==> src/rtl/uniboard_pkg.sv <==
// Shared definitions for the uniboard command path.
//   CHAR_START / CHAR_END / CHAR_ESC : framing characters on the serial link
//   REG_ADDR_W                       : peripheral register address width
//   seq_state_t                      : command sequencer state encoding
package uniboard_pkg;

  localparam logic [7:0] CHAR_START = 8'h01;
  localparam logic [7:0] CHAR_END   = 8'h17;
  localparam logic [7:0] CHAR_ESC   = 8'h1B;

  localparam int REG_ADDR_W = 7;

  typedef enum logic [3:0] {
    ST_IDLE   = 4'd0,
    ST_CMD    = 4'd1,
    ST_WDATA  = 4'd2,
    ST_RCOUNT = 4'd3,
    ST_RWAIT  = 4'd4,
    ST_RSTART = 4'd5,
    ST_RREAD  = 4'd6,
    ST_RDATA  = 4'd7,
    ST_REND   = 4'd8
  } seq_state_t;

endpackage

==> src/rtl/uniboard_cmd_sequencer_if.sv <==
// Bus bundle around the command sequencer.
//   Decoder side : dec_drdy, dec_data, dec_start, dec_end
//   Register bus : reg_addr, reg_wdata, reg_we, reg_re, reg_rdata
//   Transmit     : tx_data, tx_esc, tx_valid, tx_ready
// Modports:
//   master : the sequencer (drives register bus and transmit request)
//   slave  : decoder / register file / transmit encoder side
interface uniboard_cmd_sequencer_if;
  import uniboard_pkg::*;

  logic                  dec_drdy;
  logic [7:0]            dec_data;
  logic                  dec_start;
  logic                  dec_end;

  logic [REG_ADDR_W-1:0] reg_addr;
  logic [7:0]            reg_wdata;
  logic                  reg_we;
  logic                  reg_re;
  logic [7:0]            reg_rdata;

  logic [7:0]            tx_data;
  logic                  tx_esc;
  logic                  tx_valid;
  logic                  tx_ready;

  modport master (
    input  dec_drdy, dec_data, dec_start, dec_end,
    output reg_addr, reg_wdata, reg_we, reg_re,
    input  reg_rdata,
    output tx_data, tx_esc, tx_valid,
    input  tx_ready
  );

  modport slave (
    output dec_drdy, dec_data, dec_start, dec_end,
    input  reg_addr, reg_wdata, reg_we, reg_re,
    output reg_rdata,
    input  tx_data, tx_esc, tx_valid,
    output tx_ready
  );

endinterface

==> src/rtl/uniboard_edge_detect.sv <==
// Rising-edge pulse generator, one lane per bit.
//   clk, reset : clock, synchronous active-high reset
//   sig_in     : level inputs
//   rise       : one-cycle pulse in the cycle a lane goes 0 -> 1
// A lane held high produces exactly one pulse.
module uniboard_edge_detect #(
  parameter int WIDTH = 1
) (
  input  logic             clk,
  input  logic             reset,
  input  logic [WIDTH-1:0] sig_in,
  output logic [WIDTH-1:0] rise
);

  genvar gi;
  generate
    for (gi = 0; gi < WIDTH; gi++) begin : g_lane
      logic prev_reg;

      always_ff @(posedge clk) begin
        if (reset) begin
          prev_reg <= 1'b0;
        end else begin
          prev_reg <= sig_in[gi];
        end
      end

      assign rise[gi] = sig_in[gi] & ~prev_reg;
    end
  endgenerate

endmodule

==> src/rtl/uniboard_cmd_sequencer.sv <==
// Command sequencer: parses framed commands from the character decoder,
// issues register writes/reads and sends framed read responses.
//   clk, reset : clock, synchronous active-high reset
//   bus        : decoder, register bus and transmit signals (master side)
//   busy       : high whenever the sequencer is not idle
//   frame_err  : one-cycle pulse on a protocol error
// Frame: START, CMD (bit7 = read, bits6:0 = start address), payload, END.
// Optional build macro UNIBOARD_CMD_TIMEOUT_EN adds an inter-character
// timeout (TIMEOUT_CYCLES) that abandons partial frames.
module uniboard_cmd_sequencer
  import uniboard_pkg::*;
#(
  parameter int MAX_READ       = 16,
  parameter int TIMEOUT_CYCLES = 120000
) (
  input  logic                       clk,
  input  logic                       reset,
  uniboard_cmd_sequencer_if.master   bus,
  output logic                       busy,
  output logic                       frame_err
);

  localparam int CNT_W = $clog2(MAX_READ + 1);

  seq_state_t            state_reg, state_next;
  logic [REG_ADDR_W-1:0] addr_reg, addr_next;
  logic [CNT_W-1:0]      cnt_reg, cnt_next;
  logic                  we_reg, we_next;
  logic [7:0]            wdata_reg, wdata_next;
  logic [7:0]            rbuf_reg, rbuf_next;
  logic                  rd_phase_reg, rd_phase_next;
  logic                  frame_err_reg, frame_err_next;

  logic                  tx_valid_c;
  logic [7:0]            tx_data_c;
  logic                  tx_esc_c;
  logic                  reg_re_c;

  logic                  char_ev;
  logic                  is_start, is_end, is_byte;
  logic                  in_parse;
  logic                  timeout_hit;
  logic [CNT_W-1:0]      count_clamped;

  uniboard_edge_detect #(.WIDTH(1)) u_drdy_edge (
    .clk    (clk),
    .reset  (reset),
    .sig_in (bus.dec_drdy),
    .rise   (char_ev)
  );

  // START wins over END if the decoder ever flags both.
  assign is_start = char_ev & bus.dec_start;
  assign is_end   = char_ev & bus.dec_end & ~bus.dec_start;
  assign is_byte  = char_ev & ~bus.dec_start & ~bus.dec_end;

  assign in_parse = (state_reg == ST_CMD)    || (state_reg == ST_WDATA) ||
                    (state_reg == ST_RCOUNT) || (state_reg == ST_RWAIT);

  assign count_clamped = (int'(bus.dec_data) > MAX_READ) ? CNT_W'(MAX_READ)
                                                         : CNT_W'(bus.dec_data);

`ifdef UNIBOARD_CMD_TIMEOUT_EN
  localparam int TO_W = $clog2(TIMEOUT_CYCLES + 1);
  logic [TO_W-1:0] to_cnt_reg;

  // Counts idle cycles within a partial frame; cleared by any character
  // and whenever the sequencer is outside the parse states.
  always_ff @(posedge clk) begin
    if (reset || char_ev || !in_parse) begin
      to_cnt_reg <= '0;
    end else if (!timeout_hit) begin
      to_cnt_reg <= to_cnt_reg + TO_W'(1);
    end
  end

  assign timeout_hit = in_parse && !char_ev &&
                       (to_cnt_reg == TO_W'(TIMEOUT_CYCLES - 1));
`else
  logic unused_timeout_cfg;
  assign unused_timeout_cfg = (TIMEOUT_CYCLES != 0);
  assign timeout_hit        = 1'b0;
`endif

  always_ff @(posedge clk) begin
    if (reset) begin
      state_reg     <= ST_IDLE;
      addr_reg      <= '0;
      cnt_reg       <= '0;
      we_reg        <= 1'b0;
      wdata_reg     <= '0;
      rbuf_reg      <= '0;
      rd_phase_reg  <= 1'b0;
      frame_err_reg <= 1'b0;
    end else begin
      state_reg     <= state_next;
      addr_reg      <= addr_next;
      cnt_reg       <= cnt_next;
      we_reg        <= we_next;
      wdata_reg     <= wdata_next;
      rbuf_reg      <= rbuf_next;
      rd_phase_reg  <= rd_phase_next;
      frame_err_reg <= frame_err_next;
    end
  end

  always_comb begin
    state_next     = state_reg;
    // The write address advances in the cycle its strobe is on the bus,
    // so reg_addr still shows the written address during reg_we.
    addr_next      = we_reg ? addr_reg + REG_ADDR_W'(1) : addr_reg;
    cnt_next       = cnt_reg;
    we_next        = 1'b0;
    wdata_next     = wdata_reg;
    rbuf_next      = rbuf_reg;
    rd_phase_next  = 1'b0;
    frame_err_next = 1'b0;
    tx_valid_c     = 1'b0;
    tx_data_c      = 8'h00;
    tx_esc_c       = 1'b0;
    reg_re_c       = 1'b0;

    case (state_reg)
      ST_IDLE: begin
        if (is_start) state_next = ST_CMD;
      end

      ST_CMD: begin
        if (is_start) begin
          frame_err_next = 1'b1;
        end else if (is_end) begin
          frame_err_next = 1'b1;
          state_next     = ST_IDLE;
        end else if (is_byte) begin
          addr_next  = bus.dec_data[REG_ADDR_W-1:0];
          state_next = bus.dec_data[7] ? ST_RCOUNT : ST_WDATA;
        end
      end

      ST_WDATA: begin
        if (is_start) begin
          frame_err_next = 1'b1;
          state_next     = ST_CMD;
        end else if (is_end) begin
          state_next = ST_IDLE;
        end else if (is_byte) begin
          we_next    = 1'b1;
          wdata_next = bus.dec_data;
        end
      end

      ST_RCOUNT: begin
        if (is_start) begin
          frame_err_next = 1'b1;
          state_next     = ST_CMD;
        end else if (is_end) begin
          frame_err_next = 1'b1;
          state_next     = ST_IDLE;
        end else if (is_byte) begin
          cnt_next   = count_clamped;
          state_next = ST_RWAIT;
        end
      end

      ST_RWAIT: begin
        if (is_start) begin
          frame_err_next = 1'b1;
          state_next     = ST_CMD;
        end else if (is_end) begin
          state_next = ST_RSTART;
        end else if (is_byte) begin
          frame_err_next = 1'b1;
          state_next     = ST_IDLE;
        end
      end

      ST_RSTART: begin
        tx_valid_c     = 1'b1;
        tx_data_c      = CHAR_START;
        frame_err_next = char_ev;
        if (bus.tx_ready) begin
          state_next = (cnt_reg == '0) ? ST_REND : ST_RREAD;
        end
      end

      // Two cycles: strobe reg_re, then capture reg_rdata.
      ST_RREAD: begin
        frame_err_next = char_ev;
        if (!rd_phase_reg) begin
          reg_re_c      = 1'b1;
          rd_phase_next = 1'b1;
        end else begin
          rbuf_next  = bus.reg_rdata;
          state_next = ST_RDATA;
        end
      end

      ST_RDATA: begin
        tx_valid_c     = 1'b1;
        tx_data_c      = rbuf_reg;
        tx_esc_c       = 1'b1;
        frame_err_next = char_ev;
        if (bus.tx_ready) begin
          addr_next  = addr_reg + REG_ADDR_W'(1);
          cnt_next   = cnt_reg - CNT_W'(1);
          state_next = (cnt_reg == CNT_W'(1)) ? ST_REND : ST_RREAD;
        end
      end

      ST_REND: begin
        tx_valid_c     = 1'b1;
        tx_data_c      = CHAR_END;
        frame_err_next = char_ev;
        if (bus.tx_ready) state_next = ST_IDLE;
      end

      default: state_next = ST_IDLE;
    endcase

    if (timeout_hit) begin
      state_next     = ST_IDLE;
      frame_err_next = 1'b1;
    end
  end

  // Gating with reset drops the transmit request in the reset cycle itself.
  assign bus.tx_valid  = tx_valid_c & ~reset;
  assign bus.tx_data   = tx_data_c;
  assign bus.tx_esc    = tx_esc_c;
  assign bus.reg_re    = reg_re_c & ~reset;
  assign bus.reg_we    = we_reg;
  assign bus.reg_wdata = wdata_reg;
  assign bus.reg_addr  = addr_reg;
  assign busy          = (state_reg != ST_IDLE);
  assign frame_err     = frame_err_reg;

endmodule

==> src/flat_wrapper.sv <==
// flat-port wrapper written by rule: the top's interface ports become plain ports
module uniboard_cmd_sequencer_flat import uniboard_pkg::*;
#(
  parameter int MAX_READ       = 16,
  parameter int TIMEOUT_CYCLES = 120000
)
  (clk, reset, busy, frame_err, bus_dec_drdy, bus_dec_data, bus_dec_start, bus_dec_end, bus_reg_addr, bus_reg_wdata, bus_reg_we, bus_reg_re, bus_reg_rdata, bus_tx_data, bus_tx_esc, bus_tx_valid, bus_tx_ready);
  uniboard_cmd_sequencer_if bus_i ();
  input  logic clk;
  input  logic reset;
  output logic busy;
  output logic frame_err;
  input wire logic [$bits(bus_i.dec_drdy)-1:0] bus_dec_drdy;
  input wire logic [$bits(bus_i.dec_data)-1:0] bus_dec_data;
  input wire logic [$bits(bus_i.dec_start)-1:0] bus_dec_start;
  input wire logic [$bits(bus_i.dec_end)-1:0] bus_dec_end;
  output wire logic [$bits(bus_i.reg_addr)-1:0] bus_reg_addr;
  output wire logic [$bits(bus_i.reg_wdata)-1:0] bus_reg_wdata;
  output wire logic [$bits(bus_i.reg_we)-1:0] bus_reg_we;
  output wire logic [$bits(bus_i.reg_re)-1:0] bus_reg_re;
  input wire logic [$bits(bus_i.reg_rdata)-1:0] bus_reg_rdata;
  output wire logic [$bits(bus_i.tx_data)-1:0] bus_tx_data;
  output wire logic [$bits(bus_i.tx_esc)-1:0] bus_tx_esc;
  output wire logic [$bits(bus_i.tx_valid)-1:0] bus_tx_valid;
  input wire logic [$bits(bus_i.tx_ready)-1:0] bus_tx_ready;
  assign bus_i.dec_drdy = bus_dec_drdy;
  assign bus_i.dec_data = bus_dec_data;
  assign bus_i.dec_start = bus_dec_start;
  assign bus_i.dec_end = bus_dec_end;
  assign bus_reg_addr = bus_i.reg_addr;
  assign bus_reg_wdata = bus_i.reg_wdata;
  assign bus_reg_we = bus_i.reg_we;
  assign bus_reg_re = bus_i.reg_re;
  assign bus_i.reg_rdata = bus_reg_rdata;
  assign bus_tx_data = bus_i.tx_data;
  assign bus_tx_esc = bus_i.tx_esc;
  assign bus_tx_valid = bus_i.tx_valid;
  assign bus_i.tx_ready = bus_tx_ready;
  uniboard_cmd_sequencer #(.MAX_READ(MAX_READ), .TIMEOUT_CYCLES(TIMEOUT_CYCLES)) u_core (.clk(clk), .reset(reset), .bus(bus_i), .busy(busy), .frame_err(frame_err));
endmodule
==> config.mk <==
export PLATFORM = sky130hd
export DESIGN_NAME = uniboard_cmd_sequencer_flat
export DESIGN_NICKNAME = d
export VERILOG_FILES = /design/src/rtl/uniboard_pkg.sv /design/src/rtl/uniboard_cmd_sequencer_if.sv /design/src/rtl/uniboard_edge_detect.sv /design/src/rtl/uniboard_cmd_sequencer.sv /design/src/flat_wrapper.sv
export SDC_FILE = /design/constraint.sdc
export NUM_CORES = 1
export LEC_CHECK = 0
export BUFFER_PORTS_ARGS = -buffer_cell sky130_fd_sc_hd__buf_2
export CORE_AREA = 10 10 72 74
export CTS_CLUSTER_DIAMETER = 60
export DETAILED_ROUTE_END_ITERATION = 8
export DIE_AREA = 0 0 82 84
export PLACE_DENSITY = 0.84
export REMOVE_ABC_BUFFERS = 1
export SLEW_MARGIN = 20
export SYNTH_ARGS = -nofsm -noshare
export SYNTH_HDL_FRONTEND = slang
export SYNTH_SLANG_ARGS = --single-unit
==> constraint.sdc <==
create_clock -name clk -period 3 [get_ports clk]
set_input_delay 0 -clock clk [delete_from_list [all_inputs] [get_ports clk]]
set_output_delay 0 -clock clk [all_outputs]
set_load 0.005 [all_outputs]
# After elaboration in Yosys (flattened, before gate mapping)
# Cells that the tools add are included.
# Widths: inputs -> output; s select.
op_classes:
  n_addsub: 2
  n_bitwise: 15
  magnitude_cmp: 1
  eq_ne: 22
  mux: 44
  n_reduce_logical: 12
op_table:
  columns: ["cell", "n"]
  rows:
  - ["$mux 4", 18]
  - ["$pmux 4 s9", 1]
  - ["$mux 7", 5]
  - ["$mux 5", 5]
  - ["$pmux 8 s3", 1]
  - ["$eq 4x3->1 const B", 4]
  - ["$pmux 7 s2", 1]
  - ["$ne 2x2->1 const B", 6]
  - ["$mux 1", 11]
  - ["$pmux 5 s2", 1]
  - ["$reduce_and 10->1", 1]
  - ["$and 1x1->1", 8]
  - ["$eq 4x2->1 const B", 2]
  - ["$gt 8x5->1 const B", 1]
  - ["$ne 4x1->1 const B", 2]
  - ["$add 7x1->7 const B", 1]
  - ["$not 1->1", 7]
  - ["$ne 2x1->1 const B", 3]
  - ["$ne 3x1->1 const B", 2]
  - ["$reduce_or 3->1", 2]
  - ["$eq 5x1->1 const B", 1]
  - ["$logic_not 5->1", 1]
  - ["$reduce_and 5->1", 1]
  - ["$sub 5x1->5 const B", 1]
  - ["other kinds (10)", 10]
word_totals:
  register_bits: 36
  wordCells: 105
  in_bits: 22

# Longest topological paths before layout
depth:
  word_depth: 8
  ltp_mapped: 7
  ltp_nobuf: 7

# Hierarchy
# Synthesis repeated with hierarchy kept, for this count alone.
unflattened:
  cells_unflattened: 261
  hier_area_um2: 2232.1
modules_own_cells:
  columns: ["module", "area_each_um2", "instances", "cells_each", "seq_area_each_um2"]
  rows:
  - ["uniboard_cmd_sequencer", 2184.6, 1, 258, 700.7]
  - ["uniboard_edge_detect", 47.5, 1, 3, 20.0]

# Least setup slack after synthesis
# No wires, ideal clock.
synth_timing:
  path_kind: "register to register"
  startpoint: "register u_core.state_reg[0]"
  endpoint: "register u_core.state_reg[3]"
  path_buffers: 2
  t_arrival_ns: 1.639
  t_required_ns: 2.930
  synth_period_minus_slack_ns: 1.709
  slack_ns: 1.291
  setup_time_ns: 0.070
  path_stages_with_launch: 8
  cell_sequence: "dfxtp_1 -> buf_6 -> or4b_1 -> buf_2 -> a21oi_1 -> a221o_1 -> or4_1 -> a21oi_1"
synth_via:
  elab_chain_len: 3
  word_cells_on_any_way: 21
synth_rtl:
  columns: ["item", "line_no", "rtl"]
  rows:
  - ["start, declared", "uniboard_cmd_sequencer.sv:25", "seq_state_t state_reg, state_next;"]
  - ["start signal, assigned", "uniboard_cmd_sequencer.sv:96", "state_reg <= state_next;"]
  - ["$eq 4x2->1 (tied with other cells)", null, null]
  - ["$ne 4x1->1 (no line) (tied with other cells)", null, null]
  - ["$reduce_and 10->1 (no line)", null, null]
# Parallel ways exist; a longest one is shown, timed or not.
# A chain may end at the register's enable or synchronous reset.

# Worst setup path after layout
layout_timing:
  startpoint: "register u_core.state_reg[1]"
  endpoint: "register u_core.addr_reg[4], in the netlist u_core.bus.reg_addr[4]"
layout_via:
  elab_chain_len: 2
  word_cells_on_any_way: 3
layout_rtl:
  columns: ["item", "line_no", "rtl"]
  rows:
  - ["$eq 4x3->1 / $eq 4x1->1 (equally long branches)", null, null]
  - ["$pmux 7 s2 *", "uniboard_cmd_sequencer.sv:123", "case (state_reg)"]
  - ["end signal, assigned", "uniboard_cmd_sequencer.sv:97", "addr_reg <= addr_next;"]
  - ["end, declared", "uniboard_cmd_sequencer.sv:26", "logic [REG_ADDR_W-1:0] addr_reg, addr_next;"]
# Every way passes the cells marked *; elsewhere a longest branch is shown, timed or not.

==> flow_summary.ini <==
[outcome]
status = finished clean

[critical_path]
crit_start = u_core.state_reg[1]$_SDFFE_PP0P_
cp-end-kind = register
endpoint = u_core.bus.reg_addr[4]$_SDFF_PP0_
cp_max_fo = 21
r2r_slack_ns = 0.73
cp-start-kind = register
reg2reg_to = u_core.bus.reg_addr[4]$_SDFF_PP0_
reg2reg_depth = 7
cp_data_arrival_time_ns = 2.48
worstSetupPathType = reg -> reg
reg2reg_from = u_core.state_reg[1]$_SDFFE_PP0P_
worstPathRequired_ns = 3.21

[finish]
fin_util_pct = 69.7
num-fill-cells = 319
final_layout_size_suffix_gt1_share_pct = 18.6
synthToLayoutAreaGrowth_pct = 24.9
nets = 369
stdcell_count = 394
n_antenna_cell = 0

[timing]
drv_slew = 0
period_minus_slack_ns = 2.27
fin_skew_ns = 0.00472
slew_headroom_pct = 53.0
hold_viol = 0
setup_viol_count_final = 0
tns_ns = 0
fin_ws_ns = 0.735
tightest_slew_ns = 0.706
fmax_mhz = 441
fin_crit_sh_pct = 75.5
rsz0062_at_grt = no

[flow_run]
max_cap_violations = 0

[place]
place_inst = 369
port_buffers = 50
dp_hpwl_um = 4100
preCtsSetupSlack_ns = 0.781
gp_congestion = 0.861

[min_path]
holdCritPathClass = in -> reg
whs_path_depth = 3

[clock_tree]
clockBufferDepth = 2
root_buffer = clkbuf_8
cts.sinks = 36
clk_latency_ns = 0.30
htree_levels = 2
path_clk_slew_ns = 0.08
cts_tree = done
cts_buffers = 5

[logic_synthesis]
synth_warnings = 0
synth_area_leaders = dfxtp_1 (33%), a21oi_1 (6.5%), nor2_1 (5.8%)
ys_seq_elements = 36
syn_inst = 283
synth_largest_area_cell = dfxtp_1
synth_edf_count = 0
ys_seq_area_share_pct = 33.5
ys.flop_type = dfxtp_1
synth_top_cells_by_count = dfxtp_1 (36), nor2_1 (33), nand2_1 (31)
syn_area_per_cell_sq_um = 7.60
async_flop_share_pct = 0
netlist.area_leader.share_pct = 33.5
syn-cell-area_sq_mm = 0.00215
yosysMostFrequentCell = dfxtp_1
yosys.cell_types.count = 47

[die]
dieHeight_um = 84
core_area_sq_mm = 0.00386
num_rows = 23
die_x_um = 82
pin_count = 51
start_util_pct = 55.8
die_area_sq_mm = 0.00689

[grt]
antenna_found_initial = 0
grt_pass1_wl_um = 10200
gr-usage-met1_pct = 22.7
use_met3_pct = 5.50
use_met2_pct = 27.7
first_global_vias = 2156
grt_max_degree = 40
grt-busiest-layer = met2
global_route.overflow_total = 0
grt_util_all_layers_pct = 17.9

[detailed_routing]
ant_nets = 0
viasPerCell = 5.73
drt_first_pass_iters = 4
drt-initial-drc-count = 201
drc = 0
vias = 2258
drt_wl_total_um = 5950
wl_per_cell_um = 15.1

[power]
p_per_area_mw_per_mm2 = 391
power.leakage_nw = 1.16
vdd_drop_max_uv = 314
-- layout make-up --
type                       instances  area [sq um]  share of cell area [%]
inverter                           6          22.5                   0.838
tap                               50          62.6                    2.33
clock buffer                       6          72.6                    2.70
timing repair buffer              70           443                    16.5
clock inverter                     2          35.0                    1.30
sequential                        36           721                    26.8
multi-input combinational        224          1330                    49.5
-- worst min-delay path by stage --
| stage | start | end | slack [ns] |
|---|---|---|---|
| finish | bus_tx_ready | u_core.cnt_reg[0]$_SDFFE_PP0P_ | 0.16 |
| global route | bus_tx_ready | u_core.cnt_reg[0]$_SDFFE_PP0P_ | 0.17 |
| CTS | bus_tx_ready | u_core.cnt_reg[0]$_SDFFE_PP0P_ | 0.13 |
| detailed placement | bus_reg_rdata[2] | u_core.rbuf_reg[2]$_SDFFE_PP0P_ | 0.24 |
| global placement | bus_reg_rdata[3] | u_core.rbuf_reg[3]$_SDFFE_PP0P_ | 0.23 |
| floorplan | reset | bus_tx_valid | 0.03 |
-- cells in the final DEF (no fill, tap or decap), drive strengths merged, types with 2 or more instances in the layout --
master	n
nor3	4
o211ai	3
dfxtp	36
and3	3
nand2b	8
a211o	3
a31oi	5
nor2	34
nand2	31
or4b	2
and2	4
nor4	4
dlygate4sd3	17
o21ai	17
inv	6
a22o	3
nand3	16
a211oi	4
xor2	8
nor2b	5
mux2i	12
ha	4
nand4	6
a21oi	29
buf	53
nand3b	3
clkbuf	6
-- layer usage --
layer,wire (um),up-vias,part of all wire (%)
met5,0,-,0
met4,39,0,0.66
met3,528,6,8.9
met2,2770,77,47
met1,2610,1043,44
li1,-,1132,-
-- stage by stage --
step                      total power [mW]  hold slack, ns  area (sq um)
after detailed placement             0.612           0.244          2410
after CTS                             1.05           0.130          2690
after global placement               0.610           0.230          2410
final                                 1.05           0.156          2690
after floorplan                      0.559          0.0276          2070
after global routing                  1.09           0.170          2690
-- where the power goes --
part	switching (mW)	total (mW)	internal, mW
Combinational	0.0629	0.118	0.0552
Clock	0.185	0.431	0.247
Sequential	0.0166	0.501	0.485
Total	0.264	1.05	0.786
-- cells by family after synthesis --
logic type,count (synthesis),synth area share (%)
buffers and inverters,23,4.65
multiplexers,12,5.58
flip-flops,36,33.5
AND/OR/NAND/NOR,127,29.8
adder cells (fa/ha/maj),4,2.33
AO/OA/AOI/OAI,72,20.5
XOR/XNOR,9,3.66
-- what timing repair did --
action | in CTS | in global routing
hold buffers | 17 | 0
resized for setup | 0 | 0
buffers inserted | 0 | 0
endpoints found under the hold margin | 18 | 0
-- worst max-delay path, stage by stage (launching register included) --
cell and delay, ns:
dfxtp_1 0.74, nor2b_1 0.34, nand3_1 0.22, inv_1 0.14, a21oi_1 0.17, nand2b_1 0.20
xor2_1 0.14, a211oi_1 0.22
(Power assumes the default switching activity.)
